--- src/rtl/hybrid_branch_predictor_pkg.sv ---
// ============================================================================
// Module   : bp_pkg
// Brief    : Shared constants, counter helpers and FSM encoding for the
//            hybrid branch predictor (bimodal + gshare + chooser + BTB).
// Revision : 1.0 - initial release
// ============================================================================
`default_nettype none

package bp_pkg;

  // Weakly-not-taken start value for the bimodal and gshare counters
  localparam logic [1:0] CTR_WNT   = 2'b01;
  // Weakly-prefer-gshare start value for the chooser counters
  localparam logic [1:0] CHOOSE_WG = 2'b10;

  // Table walk after reset, then normal operation
  typedef enum logic [0:0] {
    BP_INIT = 1'b0,
    BP_RUN  = 1'b1
  } bp_state_e;

  // Two-bit saturating increment: 11 stays 11
  function automatic logic [1:0] sat_inc(input logic [1:0] i_ctr);
    return (i_ctr == 2'b11) ? i_ctr : i_ctr + 2'b01;
  endfunction

  // Two-bit saturating decrement: 00 stays 00
  function automatic logic [1:0] sat_dec(input logic [1:0] i_ctr);
    return (i_ctr == 2'b00) ? i_ctr : i_ctr - 2'b01;
  endfunction

endpackage

`default_nettype wire

--- src/rtl/hybrid_branch_predictor_if.sv ---
// ============================================================================
// Module   : hybrid_branch_predictor_if
// Brief    : Fetch-side lookup and EX-side resolution signals of the hybrid
//            branch predictor. master = pipeline side, slave = predictor.
// Revision : 1.0 - initial release
// ============================================================================
`default_nettype none

interface hybrid_branch_predictor_if #(
  parameter int XLEN  = 32,
  parameter int GHR_W = 6
);

  logic             ready_o;
  logic             pred_val_i;
  logic [XLEN-1:0]  pred_pc_i;
  logic             pred_taken_o;
  logic [XLEN-1:0]  pred_target_o;
  logic             pred_hit_o;
  logic [GHR_W-1:0] pred_ghr_o;
  logic             upd_val_i;
  logic [XLEN-1:0]  upd_pc_i;
  logic             upd_taken_i;
  logic [XLEN-1:0]  upd_target_i;
  logic [GHR_W-1:0] upd_ghr_i;
  logic             upd_mispredict_i;

  modport master (
    input  ready_o, pred_taken_o, pred_target_o, pred_hit_o, pred_ghr_o,
    output pred_val_i, pred_pc_i, upd_val_i, upd_pc_i, upd_taken_i,
           upd_target_i, upd_ghr_i, upd_mispredict_i
  );

  modport slave (
    output ready_o, pred_taken_o, pred_target_o, pred_hit_o, pred_ghr_o,
    input  pred_val_i, pred_pc_i, upd_val_i, upd_pc_i, upd_taken_i,
           upd_target_i, upd_ghr_i, upd_mispredict_i
  );

endinterface

`default_nettype wire

--- src/rtl/hybrid_branch_predictor_sat_table.sv ---
// ============================================================================
// Module   : bp_sat_counter_table
// Brief    : 2^IDX_W x 2-bit saturating counter array. One combinational
//            lookup port, one registered write port that either loads
//            INIT_VAL or steps the addressed counter up/down. The current
//            value of the written entry is also exported so the caller can
//            base decisions on pre-update state.
// Revision : 1.0 - initial release
// ============================================================================
`default_nettype none

module bp_sat_counter_table
  import bp_pkg::*;
#(
  parameter int         IDX_W    = 6,
  parameter logic [1:0] INIT_VAL = CTR_WNT
) (
  input  wire logic             clk,
  input  wire logic [IDX_W-1:0] i_rd_idx,
  output logic      [1:0]       o_rd_val,
  input  wire logic             i_wr_en,
  input  wire logic             i_wr_init,
  input  wire logic             i_wr_up,
  input  wire logic [IDX_W-1:0] i_wr_idx,
  output logic      [1:0]       o_wr_old
);

  localparam int c_DEPTH = 1 << IDX_W;

  logic [1:0] r_mem [c_DEPTH];
  logic [1:0] w_wr_val;

  // Reads see the registered array, so a same-cycle write is not visible yet
  assign o_rd_val = r_mem[i_rd_idx];
  assign o_wr_old = r_mem[i_wr_idx];

  // Select between the init constant and a saturating step of the old value
  always_comb begin
    w_wr_val = INIT_VAL;
    if (!i_wr_init) begin
      w_wr_val = i_wr_up ? sat_inc(o_wr_old) : sat_dec(o_wr_old);
    end
  end

  // Storage has no reset; the predictor's INIT walk loads every entry
  always_ff @(posedge clk) begin
    if (i_wr_en) begin
      r_mem[i_wr_idx] <= w_wr_val;
    end
  end

endmodule

`default_nettype wire

--- src/rtl/hybrid_branch_predictor.sv ---
// ============================================================================
// Module   : hybrid_branch_predictor
// Brief    : Tournament direction predictor (bimodal + gshare + per-index
//            chooser) with a direct-mapped tagged BTB and a speculative
//            global history register that is repaired on mispredict.
//            Lookup is combinational; resolution updates are registered.
//            Optional statistics counters: define HYBRID_BP_STATS_EN.
// Revision : 1.0 - initial release
// ============================================================================
`default_nettype none

module hybrid_branch_predictor
  import bp_pkg::*;
#(
  parameter int XLEN      = 32,
  parameter int BHT_IDX_W = 6,
  parameter int GHR_W     = 6,
  parameter int BTB_IDX_W = 4,
  parameter int TAG_W     = 8
) (
  input wire logic clk,
  input wire logic rst,
  hybrid_branch_predictor_if.slave bp
`ifdef HYBRID_BP_STATS_EN
  ,
  output logic [31:0] stat_lookups_o,
  output logic [31:0] stat_updates_o,
  output logic [31:0] stat_mispred_o
`endif
);

  localparam int c_BTB_DEPTH = 1 << BTB_IDX_W;
  localparam int c_TAG_LO    = BTB_IDX_W + 2;
  localparam int c_TAG_HI    = TAG_W + BTB_IDX_W + 1;

  bp_state_e                r_state;
  bp_state_e                w_state_nxt;
  logic [BHT_IDX_W-1:0]     r_init_idx;
  logic [BHT_IDX_W-1:0]     w_init_idx_nxt;
  logic [GHR_W-1:0]         r_ghr;
  logic                     w_ready;
  logic                     w_init_wr;
  logic                     w_init_btb;

  // Lookup side
  logic [BHT_IDX_W-1:0]     w_bidx;
  logic [BHT_IDX_W-1:0]     w_gidx;
  logic [BTB_IDX_W-1:0]     w_btb_idx;
  logic [TAG_W-1:0]         w_tag;
  logic [1:0]               w_bim_rd;
  logic [1:0]               w_gsh_rd;
  logic [1:0]               w_cho_rd;
  logic                     w_dir;
  logic                     w_hit;
  logic                     w_taken;

  // Update side
  logic                     w_upd_en;
  logic [BHT_IDX_W-1:0]     w_upd_bidx;
  logic [BHT_IDX_W-1:0]     w_upd_gidx;
  logic [BTB_IDX_W-1:0]     w_upd_btb_idx;
  logic [TAG_W-1:0]         w_upd_tag;
  logic [1:0]               w_bim_old;
  logic [1:0]               w_gsh_old;
  logic [1:0]               w_unused_cho_old;
  logic                     w_disagree;
  logic                     w_unused_upd_pc;

  // Table write-port steering
  logic [BHT_IDX_W-1:0]     w_bim_wr_idx;
  logic [BHT_IDX_W-1:0]     w_gsh_wr_idx;
  logic                     w_dir_wr_en;
  logic                     w_cho_wr_en;
  logic                     w_cho_up;

  // BTB storage
  logic [c_BTB_DEPTH-1:0]   r_btb_valid;
  logic [TAG_W-1:0]         r_btb_tag [c_BTB_DEPTH];
  logic [XLEN-1:0]          r_btb_tgt [c_BTB_DEPTH];

  assign w_ready    = (r_state == BP_RUN);
  assign w_init_wr  = (r_state == BP_INIT);
  assign w_init_btb = (int'(r_init_idx) < c_BTB_DEPTH);

  // ---------------------------------------------------------------- FSM
  // State and init-walk index registers
  always_ff @(posedge clk or negedge rst) begin
    if (!rst) begin
      r_state    <= BP_INIT;
      r_init_idx <= '0;
    end else begin
      r_state    <= w_state_nxt;
      r_init_idx <= w_init_idx_nxt;
    end
  end

  // Walk every table index once, then settle in RUN
  always_comb begin
    w_state_nxt    = r_state;
    w_init_idx_nxt = r_init_idx;
    case (r_state)
      BP_INIT: begin
        w_init_idx_nxt = r_init_idx + 1'b1;
        if (&r_init_idx) begin
          w_state_nxt = BP_RUN;
        end
      end
      BP_RUN:  w_state_nxt = BP_RUN;
      default: w_state_nxt = BP_INIT;
    endcase
  end

  // ---------------------------------------------------------------- lookup
  assign w_bidx    = bp.pred_pc_i[BHT_IDX_W+1:2];
  assign w_gidx    = w_bidx ^ BHT_IDX_W'(r_ghr);
  assign w_btb_idx = bp.pred_pc_i[BTB_IDX_W+1:2];
  assign w_tag     = bp.pred_pc_i[c_TAG_HI:c_TAG_LO];

  // Chooser MSB set means trust gshare for this PC
  assign w_dir   = w_cho_rd[1] ? w_gsh_rd[1] : w_bim_rd[1];
  assign w_hit   = w_ready && r_btb_valid[w_btb_idx] && (r_btb_tag[w_btb_idx] == w_tag);
  assign w_taken = w_hit && w_dir;

  assign bp.ready_o       = w_ready;
  assign bp.pred_hit_o    = w_hit;
  assign bp.pred_taken_o  = w_taken;
  assign bp.pred_target_o = w_taken ? r_btb_tgt[w_btb_idx] : bp.pred_pc_i + XLEN'(4);
  assign bp.pred_ghr_o    = r_ghr;

  // ---------------------------------------------------------------- update
  assign w_upd_en      = w_ready && bp.upd_val_i;
  assign w_upd_bidx    = bp.upd_pc_i[BHT_IDX_W+1:2];
  assign w_upd_gidx    = w_upd_bidx ^ BHT_IDX_W'(bp.upd_ghr_i);
  assign w_upd_btb_idx = bp.upd_pc_i[BTB_IDX_W+1:2];
  assign w_upd_tag     = bp.upd_pc_i[c_TAG_HI:c_TAG_LO];
  // Only the index/tag bits of the resolved PC matter here
  assign w_unused_upd_pc = ^bp.upd_pc_i;

  // Chooser moves only when the components disagreed before this update
  assign w_disagree = (w_bim_old[1] != w_gsh_old[1]);
  assign w_cho_up   = (w_gsh_old[1] == bp.upd_taken_i);

  assign w_dir_wr_en  = w_init_wr || w_upd_en;
  assign w_cho_wr_en  = w_init_wr || (w_upd_en && w_disagree);
  assign w_bim_wr_idx = w_init_wr ? r_init_idx : w_upd_bidx;
  assign w_gsh_wr_idx = w_init_wr ? r_init_idx : w_upd_gidx;

  bp_sat_counter_table #(.IDX_W(BHT_IDX_W), .INIT_VAL(CTR_WNT)) u_bimodal (
    .clk       (clk),
    .i_rd_idx  (w_bidx),
    .o_rd_val  (w_bim_rd),
    .i_wr_en   (w_dir_wr_en),
    .i_wr_init (w_init_wr),
    .i_wr_up   (bp.upd_taken_i),
    .i_wr_idx  (w_bim_wr_idx),
    .o_wr_old  (w_bim_old)
  );

  bp_sat_counter_table #(.IDX_W(BHT_IDX_W), .INIT_VAL(CTR_WNT)) u_gshare (
    .clk       (clk),
    .i_rd_idx  (w_gidx),
    .o_rd_val  (w_gsh_rd),
    .i_wr_en   (w_dir_wr_en),
    .i_wr_init (w_init_wr),
    .i_wr_up   (bp.upd_taken_i),
    .i_wr_idx  (w_gsh_wr_idx),
    .o_wr_old  (w_gsh_old)
  );

  bp_sat_counter_table #(.IDX_W(BHT_IDX_W), .INIT_VAL(CHOOSE_WG)) u_chooser (
    .clk       (clk),
    .i_rd_idx  (w_bidx),
    .o_rd_val  (w_cho_rd),
    .i_wr_en   (w_cho_wr_en),
    .i_wr_init (w_init_wr),
    .i_wr_up   (w_cho_up),
    .i_wr_idx  (w_bim_wr_idx),
    .o_wr_old  (w_unused_cho_old)
  );

  // BTB: INIT clears valid bits; only taken branches allocate or refresh
  always_ff @(posedge clk) begin
    if (w_init_wr) begin
      if (w_init_btb) begin
        r_btb_valid[r_init_idx[BTB_IDX_W-1:0]] <= 1'b0;
      end
    end else if (w_upd_en && bp.upd_taken_i) begin
      r_btb_valid[w_upd_btb_idx] <= 1'b1;
      r_btb_tag[w_upd_btb_idx]   <= w_upd_tag;
      r_btb_tgt[w_upd_btb_idx]   <= bp.upd_target_i;
    end
  end

  // ---------------------------------------------------------------- GHR
  // Repair from the resolved branch wins over speculative shift-in
  always_ff @(posedge clk or negedge rst) begin
    if (!rst) begin
      r_ghr <= '0;
    end else if (w_ready) begin
      if (bp.upd_val_i && bp.upd_mispredict_i) begin
        r_ghr <= {bp.upd_ghr_i[GHR_W-2:0], bp.upd_taken_i};
      end else if (bp.pred_val_i && w_hit) begin
        r_ghr <= {r_ghr[GHR_W-2:0], w_dir};
      end
    end
  end

`ifdef HYBRID_BP_STATS_EN
  // ---------------------------------------------------------------- stats
  // Saturating event counters, only counted once tables are live
  always_ff @(posedge clk or negedge rst) begin
    if (!rst) begin
      stat_lookups_o <= '0;
      stat_updates_o <= '0;
      stat_mispred_o <= '0;
    end else if (w_ready) begin
      if (bp.pred_val_i && (stat_lookups_o != 32'hFFFF_FFFF)) begin
        stat_lookups_o <= stat_lookups_o + 32'd1;
      end
      if (bp.upd_val_i && (stat_updates_o != 32'hFFFF_FFFF)) begin
        stat_updates_o <= stat_updates_o + 32'd1;
      end
      if (bp.upd_val_i && bp.upd_mispredict_i && (stat_mispred_o != 32'hFFFF_FFFF)) begin
        stat_mispred_o <= stat_mispred_o + 32'd1;
      end
    end
  end
`endif

endmodule

`default_nettype wire
--- src/flat_wrapper.sv ---
// flat-port wrapper written by rule: the top's interface ports become plain ports
module hybrid_branch_predictor_flat import bp_pkg::*;
#(
  parameter int XLEN      = 32,
  parameter int BHT_IDX_W = 6,
  parameter int GHR_W     = 6,
  parameter int BTB_IDX_W = 4,
  parameter int TAG_W     = 8
)
  (clk, rst, bp_ready_o, bp_pred_taken_o, bp_pred_target_o, bp_pred_hit_o, bp_pred_ghr_o, bp_pred_val_i, bp_pred_pc_i, bp_upd_val_i, bp_upd_pc_i, bp_upd_taken_i, bp_upd_target_i, bp_upd_ghr_i, bp_upd_mispredict_i);
  hybrid_branch_predictor_if #(.XLEN(XLEN), .GHR_W(GHR_W)) bp_i ();
  input wire logic clk;
  input wire logic rst;
  output wire logic [$bits(bp_i.ready_o)-1:0] bp_ready_o;
  output wire logic [$bits(bp_i.pred_taken_o)-1:0] bp_pred_taken_o;
  output wire logic [$bits(bp_i.pred_target_o)-1:0] bp_pred_target_o;
  output wire logic [$bits(bp_i.pred_hit_o)-1:0] bp_pred_hit_o;
  output wire logic [$bits(bp_i.pred_ghr_o)-1:0] bp_pred_ghr_o;
  input wire logic [$bits(bp_i.pred_val_i)-1:0] bp_pred_val_i;
  input wire logic [$bits(bp_i.pred_pc_i)-1:0] bp_pred_pc_i;
  input wire logic [$bits(bp_i.upd_val_i)-1:0] bp_upd_val_i;
  input wire logic [$bits(bp_i.upd_pc_i)-1:0] bp_upd_pc_i;
  input wire logic [$bits(bp_i.upd_taken_i)-1:0] bp_upd_taken_i;
  input wire logic [$bits(bp_i.upd_target_i)-1:0] bp_upd_target_i;
  input wire logic [$bits(bp_i.upd_ghr_i)-1:0] bp_upd_ghr_i;
  input wire logic [$bits(bp_i.upd_mispredict_i)-1:0] bp_upd_mispredict_i;
  assign bp_ready_o = bp_i.ready_o;
  assign bp_pred_taken_o = bp_i.pred_taken_o;
  assign bp_pred_target_o = bp_i.pred_target_o;
  assign bp_pred_hit_o = bp_i.pred_hit_o;
  assign bp_pred_ghr_o = bp_i.pred_ghr_o;
  assign bp_i.pred_val_i = bp_pred_val_i;
  assign bp_i.pred_pc_i = bp_pred_pc_i;
  assign bp_i.upd_val_i = bp_upd_val_i;
  assign bp_i.upd_pc_i = bp_upd_pc_i;
  assign bp_i.upd_taken_i = bp_upd_taken_i;
  assign bp_i.upd_target_i = bp_upd_target_i;
  assign bp_i.upd_ghr_i = bp_upd_ghr_i;
  assign bp_i.upd_mispredict_i = bp_upd_mispredict_i;
  hybrid_branch_predictor #(.XLEN(XLEN), .BHT_IDX_W(BHT_IDX_W), .GHR_W(GHR_W), .BTB_IDX_W(BTB_IDX_W), .TAG_W(TAG_W)) u_core (.clk(clk), .rst(rst), .bp(bp_i));
endmodule
--- config.mk ---
export PLATFORM = sky130hd
export DESIGN_NAME = hybrid_branch_predictor_flat
export DESIGN_NICKNAME = d
export VERILOG_FILES = /design/src/rtl/hybrid_branch_predictor_pkg.sv /design/src/rtl/hybrid_branch_predictor_if.sv /design/src/rtl/hybrid_branch_predictor_sat_table.sv /design/src/rtl/hybrid_branch_predictor.sv /design/src/flat_wrapper.sv
export SDC_FILE = /design/constraint.sdc
export NUM_CORES = 1
export LEC_CHECK = 0
export ABC_AREA = 1
export CAP_MARGIN = 20
export CORE_ASPECT_RATIO = 0.8
export CORE_MARGIN = 5
export CORE_UTILIZATION = 58
export CTS_BUF_LIST = sky130_fd_sc_hd__clkbuf_4
export CTS_CLUSTER_DIAMETER = 30
export DETAILED_ROUTE_END_ITERATION = 16
export GPL_ROUTABILITY_DRIVEN = 0
export PLACE_DENSITY = 0.79
export SLEW_MARGIN = 20
export SYNTH_ARGS = -nofsm -noshare
export SYNTH_HDL_FRONTEND = slang
export SYNTH_SLANG_ARGS = --single-unit
--- constraint.sdc ---
create_clock -name clk -period 5.65 [get_ports clk]
set_input_delay 1.4125 -clock clk [delete_from_list [all_inputs] [get_ports clk]]
set_output_delay 1.4125 -clock clk [all_outputs]
set_load 0.03 [all_outputs]
==> run_results.csv <==
group,metric,value,unit
min_path,hp-class,"reg2reg",
critical_path,r2r_slack,1.11,ns
cts,clkTransAtPathRegs,0.07,ns
sta,rsz0062_at_grt,"no",
sta,finalSetupViolations,0,
routing,vias,36200,
final_layout,nNetsFinal,4877,
critical_path,required,4.24,ns
grt,grt_usage,29.5,%
final_layout,instances_no_fill,6046,
sta,hold_viol,0,
yosys,seq_area_frac_synth,67.2,%
yosys,ys_types,41,
yosys,synthCells,4491,
sta,slew_headroom,26.0,%
floorplanning,initial_core_util,58.4,%
yosys,synth-compound-area-share,10.5,%
grt,grt_max_degree,79,
routing,drtIter0Drc,5374,
routing,ant_nets,0,
status,status,"complete, no violations",
floorplanning,core-area,0.0804,mm^2
routing,wl_per_cell,21.7,um
yosys,muxShareOfSynthArea,0,%
placed_design,pre_cts_slack,0.0656,ns
sta,final-max-slew-violation-count,0,
critical_path,worstSetupPathType,"in2out",
yosys,synth_xor_area_share,0.727,%
power_and_ir_drop,ir_drop,0.000211,V
routing,drt-pass1-iter-count,6,
grt,grt_antenna_before_repair,8,
critical_path,crit_path_start_kind,"primary input",
cts,clk_latency,1.14,ns
yosys,synthSimpleGateAreaFrac,16.9,%
grt,grt_overflow,0,
routing,wirelength,131,mm
routing,avgViaCountPerCell,5.98,
floorplanning,pin_count,149,
sta,clock.fmax,181,MHz
routing,drc,0,
critical_path,worstPathMaxFanout,13,
placed_design,hpwl,77.3,mm
cts,cts_sinks,1053,
grt,grt_pass1_wl,197,mm
placed_design,portBuffers,128,
yosys,ys_seq_elements,1053,
sta,worst_slack,0.140,ns
placed_design,dp_cells,5615,
cts,holdBufCountCts,0,
cts,cts_max_level,4,
cts,cts-buffers-inserted,239,
yosys,yosys.area_share.adder,0.133,%
floorplanning,dieArea,0.0868,mm^2
grt,grt_pass1_vias,34400,
yosys,synth_fp_nets,4604,
cts,cts_buffer_depth,3,
final_layout,drive_gt1_share,13.4,%
cts,post_cts_buffers,0,
yosys,syn_avg_cell_area,10.5,um^2
critical_path,worstPathArrival,4.10,ns
power_and_ir_drop,p_leak,19.7,nW
floorplanning,die_w,328,um
sta,min_period,5.51,ns
floorplanning,row_count,93,
critical_path,crit_path_end_kind,"output pin",
cts,root_buffer,"clkbuf_4",
sta,fin_crit_sh,97.5,%
job,drv_cap,0,
floorplanning,die_h,265,um
yosys,synth_top_family_by_area,"simple AND/OR/NAND/NOR gates",
yosys,syn-cell-area,0.0470,mm^2
sta,worst_pin_slew,1.11,ns
power_and_ir_drop,power_density,287,mW/mm^2
sta,fin_skew,0.0897,ns
final_layout,area_delta_synth_final,13.7,%
cts,cts_tree,"yes",
yosys,yosys_warnings,0,
==> final timing paths <==
| kind | startpoint | to | cells past startpoint |
|---|---|---|---|
| min in group asynchronous | rst | u_core.bp.pred_ghr_o[0] | 1 |
| max in group asynchronous | rst | u_core.bp.ready_o | 1 |
| worst max-delay path | bp_pred_pc_i[5] | bp_pred_target_o[6] | 19 |
| worst min register to register | u_core.r_init_idx[5] | u_core.r_init_idx[5] | 1 |
| worst max register to register | u_core.bp.ready_o | u_core.u_chooser.r_mem[7][0] | 18 |
| worst min-delay path | u_core.r_init_idx[5] | u_core.r_init_idx[5] | 1 |
==> routing by layer <==
layer / vias up / GRT usage [%] / wire (um) / share of wire (%)
met4: 2 / 11.5 / 4510 / 3.4
met2: 2489 / 45.1 / 59100 / 45
met3: 397 / 8.10 / 17800 / 14
met5: - / 0 / 11 / 0.0084
li1: 16400 / - / - / -
met1: 16900 / 41.0 / 49600 / 38
==> worst max-delay path, stage by stage <==
cell and delay (ns):
clkdlybuf4s50_1 0.45, buf_4 0.17, nand2_1 0.13, inv_2 0.15
buf_12 0.17, nand2_1 0.08, nand2_1 0.09, inv_1 0.04
nand2_1 0.05, nand2_1 0.10, nor2_1 0.13, nand2_1 0.06
nor2_1 0.13, and3_4 0.27, nand2_4 0.12, buf_4 0.17
nand2_1 0.05, nand2_1 0.10, buf_4 0.19
==> layout by cell type (no fill, tap or decap), drive strengths merged <==
master and count:
diode 10, bufinv 2, a21oi 184, buf 224, nor3 14, and2 1
and3 1, o21a 1, ha 5, edfxtp 1040, o21ai 497, clkinv 59
clkdlybuf4s50 91, nand2 1023, a22oi 12, nor2 640, clkbuf 354, clkinvlp 1
o211ai 53, o22ai 93, o221ai 48, inv 248, xor2 26, dfrtp 13
nand3 265, nand4 29, xnor2 13, nor4 4, o2111ai 3
==> metrics by stage <==
stage | total power [mW] | setup TNS (ns) | util (%) | hold WS (ns) | instance area, um^2
after floorplan | 9.14 | -60.53 | - | 0.468 | 47000
after global routing | 15.9 | 0 | 66.4 | 0.537 | 53400
after detailed placement | 9.54 | 0 | 62.5 | 0.492 | 50300
after CTS | 15.4 | 0 | 66.3 | 0.506 | 53300
final | 15.3 | 0 | 66.4 | 0.516 | 53400
after global placement | 9.53 | 0 | 62.5 | 0.485 | 50300
==> synthesized netlist by cell type <==
cell       count  area share, %
o21ai_2        1          0.019
o21ai_1       20           0.21
o211ai_1      53           0.85
o221ai_1      48           0.89
nand4_1       27           0.36
nor2_4         1          0.024
buf_2         80           0.85
buf_6          5           0.12
xnor2_1       13           0.24
and3_1         1          0.013
xor2_1        26           0.48
a21oi_2        2          0.037
nand3_2        1          0.021
o21a_1         1          0.016
nand4_2        1          0.027
nand2_4        1          0.024
dfrtp_1       13           0.69
o2111ai_1      3          0.056
nor4_2         1          0.027
nor3_1        14           0.15
buf_1         20           0.16
nand4_4        1          0.045
a21oi_1      182            1.9
ha_1           5           0.13
nand3_1      264            2.8
nor4_1         3          0.040
clkbuf_2       1          0.011
edfxtp_1    1040             66
and2_1         1          0.013
nand2_2        2          0.027
a22oi_1       12           0.19
clkinv_1       5          0.040
inv_2          9          0.072
inv_1        229            1.8
o22ai_1       93            1.2
nor2_2         5          0.067
nor2_1       634            5.1
nand2_1     1020            8.1
o21ai_0      476            5.1
buf_4         12           0.19
clkbuf_1     165            1.3
==> state kept, by name (all words and copies together), names as in the netlist <==
register / cells
u_core.r_btb_tgt: 512
u_core.r_btb_tag: 128
u_core.u_bimodal.r_mem: 128
u_core.u_chooser.r_mem: 128
u_core.u_gshare.r_mem: 128
u_core.r_btb_valid: 16
u_core.bp.pred_ghr_o: 6
u_core.r_init_idx: 6
u_core.bp.ready_o: 1
==> power breakdown <==
group	leakage (nW)	total [mW]	switching, mW	internal [mW]
logic	9.13	0.881	0.597	0.283
clock network	1.81	5.92	2.95	2.97
registers	8.74	8.52	0	8.52
==> repair_timing <==
item	4_1_cts	5_1_grt
resized for setup	0	14
endpoints found under the hold margin	0	0
setup endpoints to repair	0	32
==> kinds of logic (layout without fill, tap and decap cells) <==
family,after synthesis,count (layout)
other,0,10
DFF,1053,1053
buffers and inverters,526,979
AOI/OAI and AO/OA,891,891
adders and majority gates,5,5
xor gates and xnor gates,39,39
and+or+nand+nor,1977,1977
==> final cells by class <==
cell class | count | area [um^2]
diodes | 10 | 25.0
repair buffers | 315 | 2960
inverters | 243 | 925
multi-input cells | 2912 | 13500
flip-flops and latches | 1053 | 31600
clock buffers | 354 | 2660
well taps | 1092 | 1370
fillers | 5867 | 27000
clock inverters | 67 | 390
(Power assumes the default switching activity.)
